## src/rtl/cond_eval_unit.sv

```systemverilog
// NZCV flag register with a one-deep shadow, feeding LANES parallel ARM-style
// condition checks that see the same-cycle (bypassed) next flags.

module cond_lane (
    input  logic       vld,
    input  logic [3:0] cond,
    input  logic [3:0] flags,
    output logic       pass
);
    logic       n, z, c, v;
    logic [3:0] cc;

    always_comb begin
        {n, z, c, v} = flags;
        // Invalid lanes evaluate NV, so an undriven cond never reaches pass
        cc   = vld ? cond : 4'hF;
        pass = 1'b0;
        case (cc)
            4'h0: pass = z;
            4'h1: pass = !z;
            4'h2: pass = c;
            4'h3: pass = !c;
            4'h4: pass = n;
            4'h5: pass = !n;
            4'h6: pass = v;
            4'h7: pass = !v;
            4'h8: pass = c & !z;
            4'h9: pass = !c | z;
            4'hA: pass = (n == v);
            4'hB: pass = (n != v);
            4'hC: pass = !z & (n == v);
            4'hD: pass = z | (n != v);
            4'hE: pass = 1'b1;
            default: pass = 1'b0;
        endcase
    end
endmodule

module cond_eval_unit #(
    parameter int         LANES    = 2,
    parameter bit         REG_OUT  = 1'b1,
    parameter logic [3:0] FLAG_RST = 4'b0000
) (
    input  logic                 clk,
    input  logic                 rst,
    input  logic                 flag_we,
    input  logic [3:0]           flag_mask,
    input  logic [3:0]           flag_wdata,
    input  logic                 save_en,
    input  logic                 restore_en,
    input  logic                 stall,
    input  logic [LANES-1:0]     cond_valid,
    input  logic [4*LANES-1:0]   cond,
    output logic [LANES-1:0]     pass_valid,
    output logic [LANES-1:0]     pass,
    output logic [3:0]           nzcv
);
    logic [3:0]       shadow;
    logic [3:0]       nf;
    logic [LANES-1:0] pass_c;

    // Restore wins over an ALU write in the same cycle
    always_comb begin
        nf = nzcv;
        if (restore_en)
            nf = shadow;
        else if (flag_we)
            nf = (nzcv & ~flag_mask) | (flag_wdata & flag_mask);
    end

    // Shadow captures the pre-write flags; save+restore together is a swap
    always_ff @(posedge clk) begin
        if (rst) begin
            nzcv   <= FLAG_RST;
            shadow <= FLAG_RST;
        end else begin
            nzcv <= nf;
            if (save_en)
                shadow <= nzcv;
        end
    end

    for (genvar i = 0; i < LANES; i++) begin : g_lane
        cond_lane u_lane (
            .vld   (cond_valid[i]),
            .cond  (cond[4*i +: 4]),
            .flags (nf),
            .pass  (pass_c[i])
        );
    end

    if (REG_OUT) begin : g_reg
        always_ff @(posedge clk) begin
            if (rst) begin
                pass       <= '0;
                pass_valid <= '0;
            end else if (!stall) begin
                pass       <= pass_c;
                pass_valid <= cond_valid;
            end
        end
    end else begin : g_comb
        assign pass       = pass_c;
        assign pass_valid = cond_valid;
    end
endmodule

```

## config.mk

```make
export PLATFORM = sky130hd
export DESIGN_NAME = cond_eval_unit
export DESIGN_NICKNAME = d
export VERILOG_FILES = /design/src/rtl/cond_eval_unit.sv
export SDC_FILE = /design/constraint.sdc
export NUM_CORES = 1
export LEC_CHECK = 0
export ABC_AREA = 1
export CAP_MARGIN = 20
export CORE_UTILIZATION = 25
export DETAILED_ROUTE_END_ITERATION = 7
export DONT_BUFFER_PORTS = 1
export GPL_TIMING_DRIVEN = 0
export SYNTH_ARGS = -nofsm -noshare
export SYNTH_HDL_FRONTEND = slang
export SYNTH_HIERARCHICAL = 1
export SYNTH_SLANG_ARGS = --single-unit
```

## constraint.sdc

```tcl
create_clock -name clk -period 2 [get_ports clk]
set_input_delay 0.2 -clock clk [delete_from_list [all_inputs] [get_ports clk]]
set_output_delay 0.2 -clock clk [all_outputs]
set_load 0.05 [all_outputs]
```

* Word-level counts from Yosys, hierarchy flattened
Cells that the tools add are included.
** Operators by class
- Eq/ne operators :: 30
- Muxes and demuxes :: 6
- Bitwise operators :: 8
- Reduce and logical (&&, ||, !) cells :: 6
** Operators by type and width (count)
- $eq A4 B4 Y1 const B :: 14
- $eq A4 B3 Y1 const B :: 8
- $pmux W1 S15 :: 2
- $eq A4 B2 Y1 const B :: 4
- $mux W4 :: 4
- $and A4 B4 Y4 :: 2
- $eq A4 B1 Y1 const B :: 2
- $logic_not A4 Y1 :: 2
- $logic_not A1 Y1 :: 4
- $not A4 Y4 :: 1
- $or A4 B4 Y4 :: 1
- $and A1 B1 Y1 :: 2
- $or A1 B1 Y1 :: 2
- $eq A1 B1 Y1 :: 1
- $ne A1 B1 Y1 :: 1
** Storage, ports and cells
- Register bits :: 12
- Bits of input ports :: 24
- Output and inout port bits :: 8
- Word-level logic and storage cells :: 54

* Depth between registers and ports, before layout
- Depth in word-level cells :: 8
- Mapped depth :: 16
- Mapped depth without buffers :: 15

* Hierarchy
Netlist, hierarchy kept.
** By module, submodules not included
- cond_eval_unit :: instances 1, cells each 73, area an instance 551.8 sq um, sequential area each 240.2 sq um
- cond_lane :: instances 2, cells each 57, area an instance 255.2 sq um, sequential area each 0.0 sq um

* Least setup slack after synthesis
Ideal clock, no wire load.
- Path kind :: register to register
- From :: reg nzcv[3]
- To :: reg pass[0]
- Setup time :: 0.117 ns
- Data arrival time :: 1.679 ns
- Setup slack :: 0.204 ns
- Stages on the path, launching flop included :: 16
- Path buffers :: 0
- Cells stage by stage :: dfxtp_1 inv_1 nand2_1 nand3_2 nand2_1 inv_1 nand2_1 nand2_1 nand2_2 nand3_1 nand2_1 nand2_1 nor2_1 nand2_1 nand2_1 a21oi_1
** On the way
- Longest elaborated chain between the ends :: 7
- Elaborated cells between the ends (all ways) :: 10
** RTL lines
- from (decl) :: RTL line 56 : output logic [3:0] nzcv
- from (signal assigned) :: RTL line 77 : nzcv <= nf;
- $and A4 B4 Y4 :: RTL line 68 : nf = (nzcv & ~flag_mask) | (flag_wdata & flag_mask);
- $or A4 B4 Y4 :: RTL line 68
- $mux W4 * :: RTL line 67 : else if (flag_we)
- $mux W4 * :: RTL line 65 : if (restore_en)
- via nf[3] :: RTL line 59 : logic [3:0] nf;
- $ne A1 B1 Y1 or $eq A1 B1 Y1 (tied branches)
- $or A1 B1 Y1 or $and A1 B1 Y1 (tied branches) :: RTL line 32, 31
- $pmux W1 S15 * :: RTL line 18 : case (cc)
- via pass_c[0] :: RTL line 60 : logic [LANES-1:0] pass_c;
- to (signal assigned) :: RTL line 98 : pass <= pass_c;
- to (decl) :: RTL line 55 : output logic [LANES-1:0] pass,
Mark *: on every way through the listed nets, which the timed path passes. The rest lies on a longest branch.
A chain may end at the register's enable or synchronous reset.

* Worst setup path in the final report
- From :: reg nzcv[1]
- To :: reg pass[1]
** On the way
- Longest elaborated chain between the ends :: 7
- Elaborated cells between the ends (all ways) :: 8
** RTL lines
- $and A4 B4 Y4 :: RTL line 68
- $or A4 B4 Y4 :: RTL line 68
- $mux W4 * :: RTL line 67
- $mux W4 * :: RTL line 65
- via nf[1] :: RTL line 59
- $logic_not A1 Y1 :: RTL line 22, 28
- $or A1 B1 Y1 :: RTL line 28 : 4'h9: pass = !c | z;
- $pmux W1 S15 * :: RTL line 18
- via pass_c[1] :: RTL line 60
Marked as above.

==> results.sh <==
export IMPL_worst_r2r_cell_count=13
export IMPL_crit_type="register to register"
export IMPL_grt_max_degree=11
export IMPL_internal_power_uw=489
export IMPL_die_y_um=67.2
export IMPL_synth_avg_cell_area_um2=5.68
export IMPL_cts_tree="done"
export IMPL_ys_seq_area_frac=0.226
export IMPL_ioPinCount=32
export IMPL_ys_ff_latch=12
export IMPL_setup_viol=0
export IMPL_crit_required_ns=2.13
export IMPL_clock_sinks=12
export IMPL_pwr_share_clk=0.365
export IMPL_dieArea_um2=4510
export IMPL_arrival_ns=1.95
export IMPL_cts_hold_buf=0
export IMPL_grt_pass1_wl_um=4160
export IMPL_reg2reg_from="nzcv[1]$_SDFF_PP0_"
export IMPL_diodes=0
export IMPL_start_util=0.264
export IMPL_place_congestion=0.805
export IMPL_min_period_ns=1.82
export IMPL_period_share=0.911
export IMPL_core_um2=4030
export IMPL_synth_top_area_share=0.226
export IMPL_dr_first_iter_drc_count=49
export IMPL_r2r_end="pass[1]$_SDFFE_PP0N_"
export IMPL_first_pass_iters=4
export IMPL_grt_pass1_vias=1006
export IMPL_cts_root_buffer="clkbuf_8"
export IMPL_grt_overflow=0
export IMPL_slew_headroom=0.653
export IMPL_via_count=1082
export IMPL_seq_power_share=0.406
export IMPL_r2r_setup_slack_ns=0.18
export IMPL_dieWidth_um=67.2
export IMPL_syn_area_um2=1060
export IMPL_synth_enable_flop_cells=0
export IMPL_via_per_inst=4.49
export IMPL_tightest_slew_ns=0.520
export IMPL_async_reset_ff_frac=0
export IMPL_power_density_nw_per_um2=610
export IMPL_status="finished clean"
export IMPL_track_usage=0.118
export IMPL_area_delta_synth_final_pct=12.1
export IMPL_drc=0
export IMPL_synth_fp_nets=211
export IMPL_power_leakage_uw=0.000637
export IMPL_drv_cap=0
export IMPL_fin_skew_ns=0.00687
export IMPL_netlist_top_cells_count="nand2_1 (60), inv_1 (30), nand3_1 (20), nor2_1 (20), dfxtp_1 (12)"
export IMPL_htreeDepth=1
export IMPL_clock_latency_ns=0.24
export IMPL_synth_ff_type="dfxtp_1"
export IMPL_synth_cell_types=21
export IMPL_finalHoldViolations=0
export IMPL_path_clk_slew_ns=0.06
export IMPL_synth_area_leaders="dfxtp_1 (23%), nand2_1 (21%), inv_1 (11%)"
export IMPL_antenna_found_initial=0
export IMPL_synth_most_common_cell="nand2_1"
export IMPL_antenna_left=0
export IMPL_rsz0062_at_grt="no"
export IMPL_cp_max_fo=3
export IMPL_netlist_instances=187
export IMPL_drv_slew=0
export IMPL_setup_slack_ns=0.178
export IMPL_io_buffers=0
export IMPL_combPwrFrac=0.229
export IMPL_cts_inserted_buffers=3
export IMPL_layout_drive_gt1_share=0.141
export IMPL_hpwl_um=2100
export IMPL_drt_wl_total_um=2440
export IMPL_min_delay_worst_endpoint="shadow[0]$_SDFFE_PP0P_"
export IMPL_hold_path_startpoint="rst"
export IMPL_holdPathStages=1
export IMPL_pre_cts_ws_ns=-0.0987
export IMPL_netSwitchingFraction=0.328
export IMPL_min_path_type="input pin to register"
export IMPL_yosysTopAreaCell="dfxtp_1"
export IMPL_rows=23
export IMPL_ir_drop_mv=0.435
export IMPL_startpoint_type="register"
export IMPL_p_sw_uw=238
export IMPL_end_kind="register"
export IMPL_post_cts_setup_buffers=0
export IMPL_fin_tns_setup_ns=0
export IMPL_fmax_ghz=0.549
export IMPL_wl_per_cell_um=10.1
export IMPL_cts_buffer_depth=2
export IMPL_yosysWarnings=6
export IMPL_nets=216
==> timing repair <==
item	4_1_cts	5_1_grt
pin swaps	0	0
endpoints found under the hold margin	0	0
cloned	0	0
endpoints found under the setup margin	2	2
resized for setup	2	4
==> how the worst max path moves through the flow <==
stage                             from              endpoint  slack [ns]  depth (start not counted)
global placement    nzcv[3]$_SDFF_PP0_  pass[1]$_SDFFE_PP0N_       -0.09                         15
detailed placement  nzcv[3]$_SDFF_PP0_  pass[1]$_SDFFE_PP0N_        -0.1                         15
global route        nzcv[1]$_SDFF_PP0_  pass[0]$_SDFFE_PP0N_      0.0005                         13
finish              nzcv[1]$_SDFF_PP0_  pass[1]$_SDFFE_PP0N_        0.18                         13
floorplan           nzcv[3]$_SDFF_PP0_  pass[0]$_SDFFE_PP0N_        0.20                         15
CTS                 nzcv[3]$_SDFF_PP0_  pass[1]$_SDFFE_PP0N_        0.08                         15
==> power groups by stage <==
stage	clock (uW)	combinational [uW]	sequential, uW
6_report	265	166	296
5_1_grt	283	195	297
4_1_cts	269	169	297
3_5_place_dp	0	169	301
3_3_place_gp	0	167	301
2_1_floorplan	0	140	299
==> critical path: stages, from the launching register on <==
cell and delay [ns]:
dfxtp_1 0.63, inv_1 0.13, nand2_1 0.10, nand3_2 0.09
nand2_1 0.10, inv_1 0.08, nand3_1 0.08, nand2_1 0.05
o21bai_1 0.11, inv_1 0.05, nor2_1 0.10, nand2_1 0.07
nand2_1 0.06, a21oi_1 0.05
==> cell type report <==
| cell class | instances | area [um2] |
|---|---|---|
| Buffer | 5 | 46.3 |
| Sequential cell | 12 | 249 |
| Multi-Input combinational cell | 136 | 646 |
| Fill cell | 474 | 2840 |
| Clock buffer | 4 | 55.1 |
| Tap cell | 50 | 62.6 |
| Inverter | 34 | 133 |
==> through the flow <==
| step | instance area (um2) | util | power (uW) | std cells | hold WS, ns |
|---|---|---|---|---|---|
| after floorplan | 1060 | - | 439 | 187 | 0.278 |
| after detailed placement | 1120 | 0.279 | 470 | 237 | 0.282 |
| final | 1190 | 0.296 | 727 | 241 | 0.0273 |
| after CTS | 1180 | 0.293 | 735 | 241 | 0.0250 |
| after global placement | 1120 | 0.279 | 468 | 237 | 0.280 |
| after global routing | 1190 | 0.296 | 775 | 241 | 0.0195 |
==> cells by family (layout without fill, tap and decap cells) <==
kind of cell	after synthesis	count (layout)	synth area share
AO/OA/AOI/OAI	24	24	0.146
flip-flops	12	12	0.226
AND/OR/NAND/NOR	112	112	0.459
buffers and inverters	39	43	0.168
==> layer usage <==
layer  routed length [um]  track usage
met4                    6       0.0319
met1                 1130        0.147
met2                 1170        0.201
met5                    0            0
met3                  140       0.0287
==> sequential cells by signal, indices dropped and copies added, names as in the netlist <==
| register | cells |
|---|---|
| nzcv | 4 |
| shadow | 4 |
| pass | 2 |
| pass_valid | 2 |
==> cell usage in the layout, fill, tap and decap left out, drive strengths merged, types with 4 or more instances in the layout <==
cell	Yosys	layout
nand2	62	62
inv	34	34
nand3	24	24
nor2	20	20
dfxtp	12	12
a21oi	10	10
o21ai	6	6
buf	5	5
a211oi	4	4
clkbuf	0	4
nand4	4	4
(Power assumes the default switching activity.)
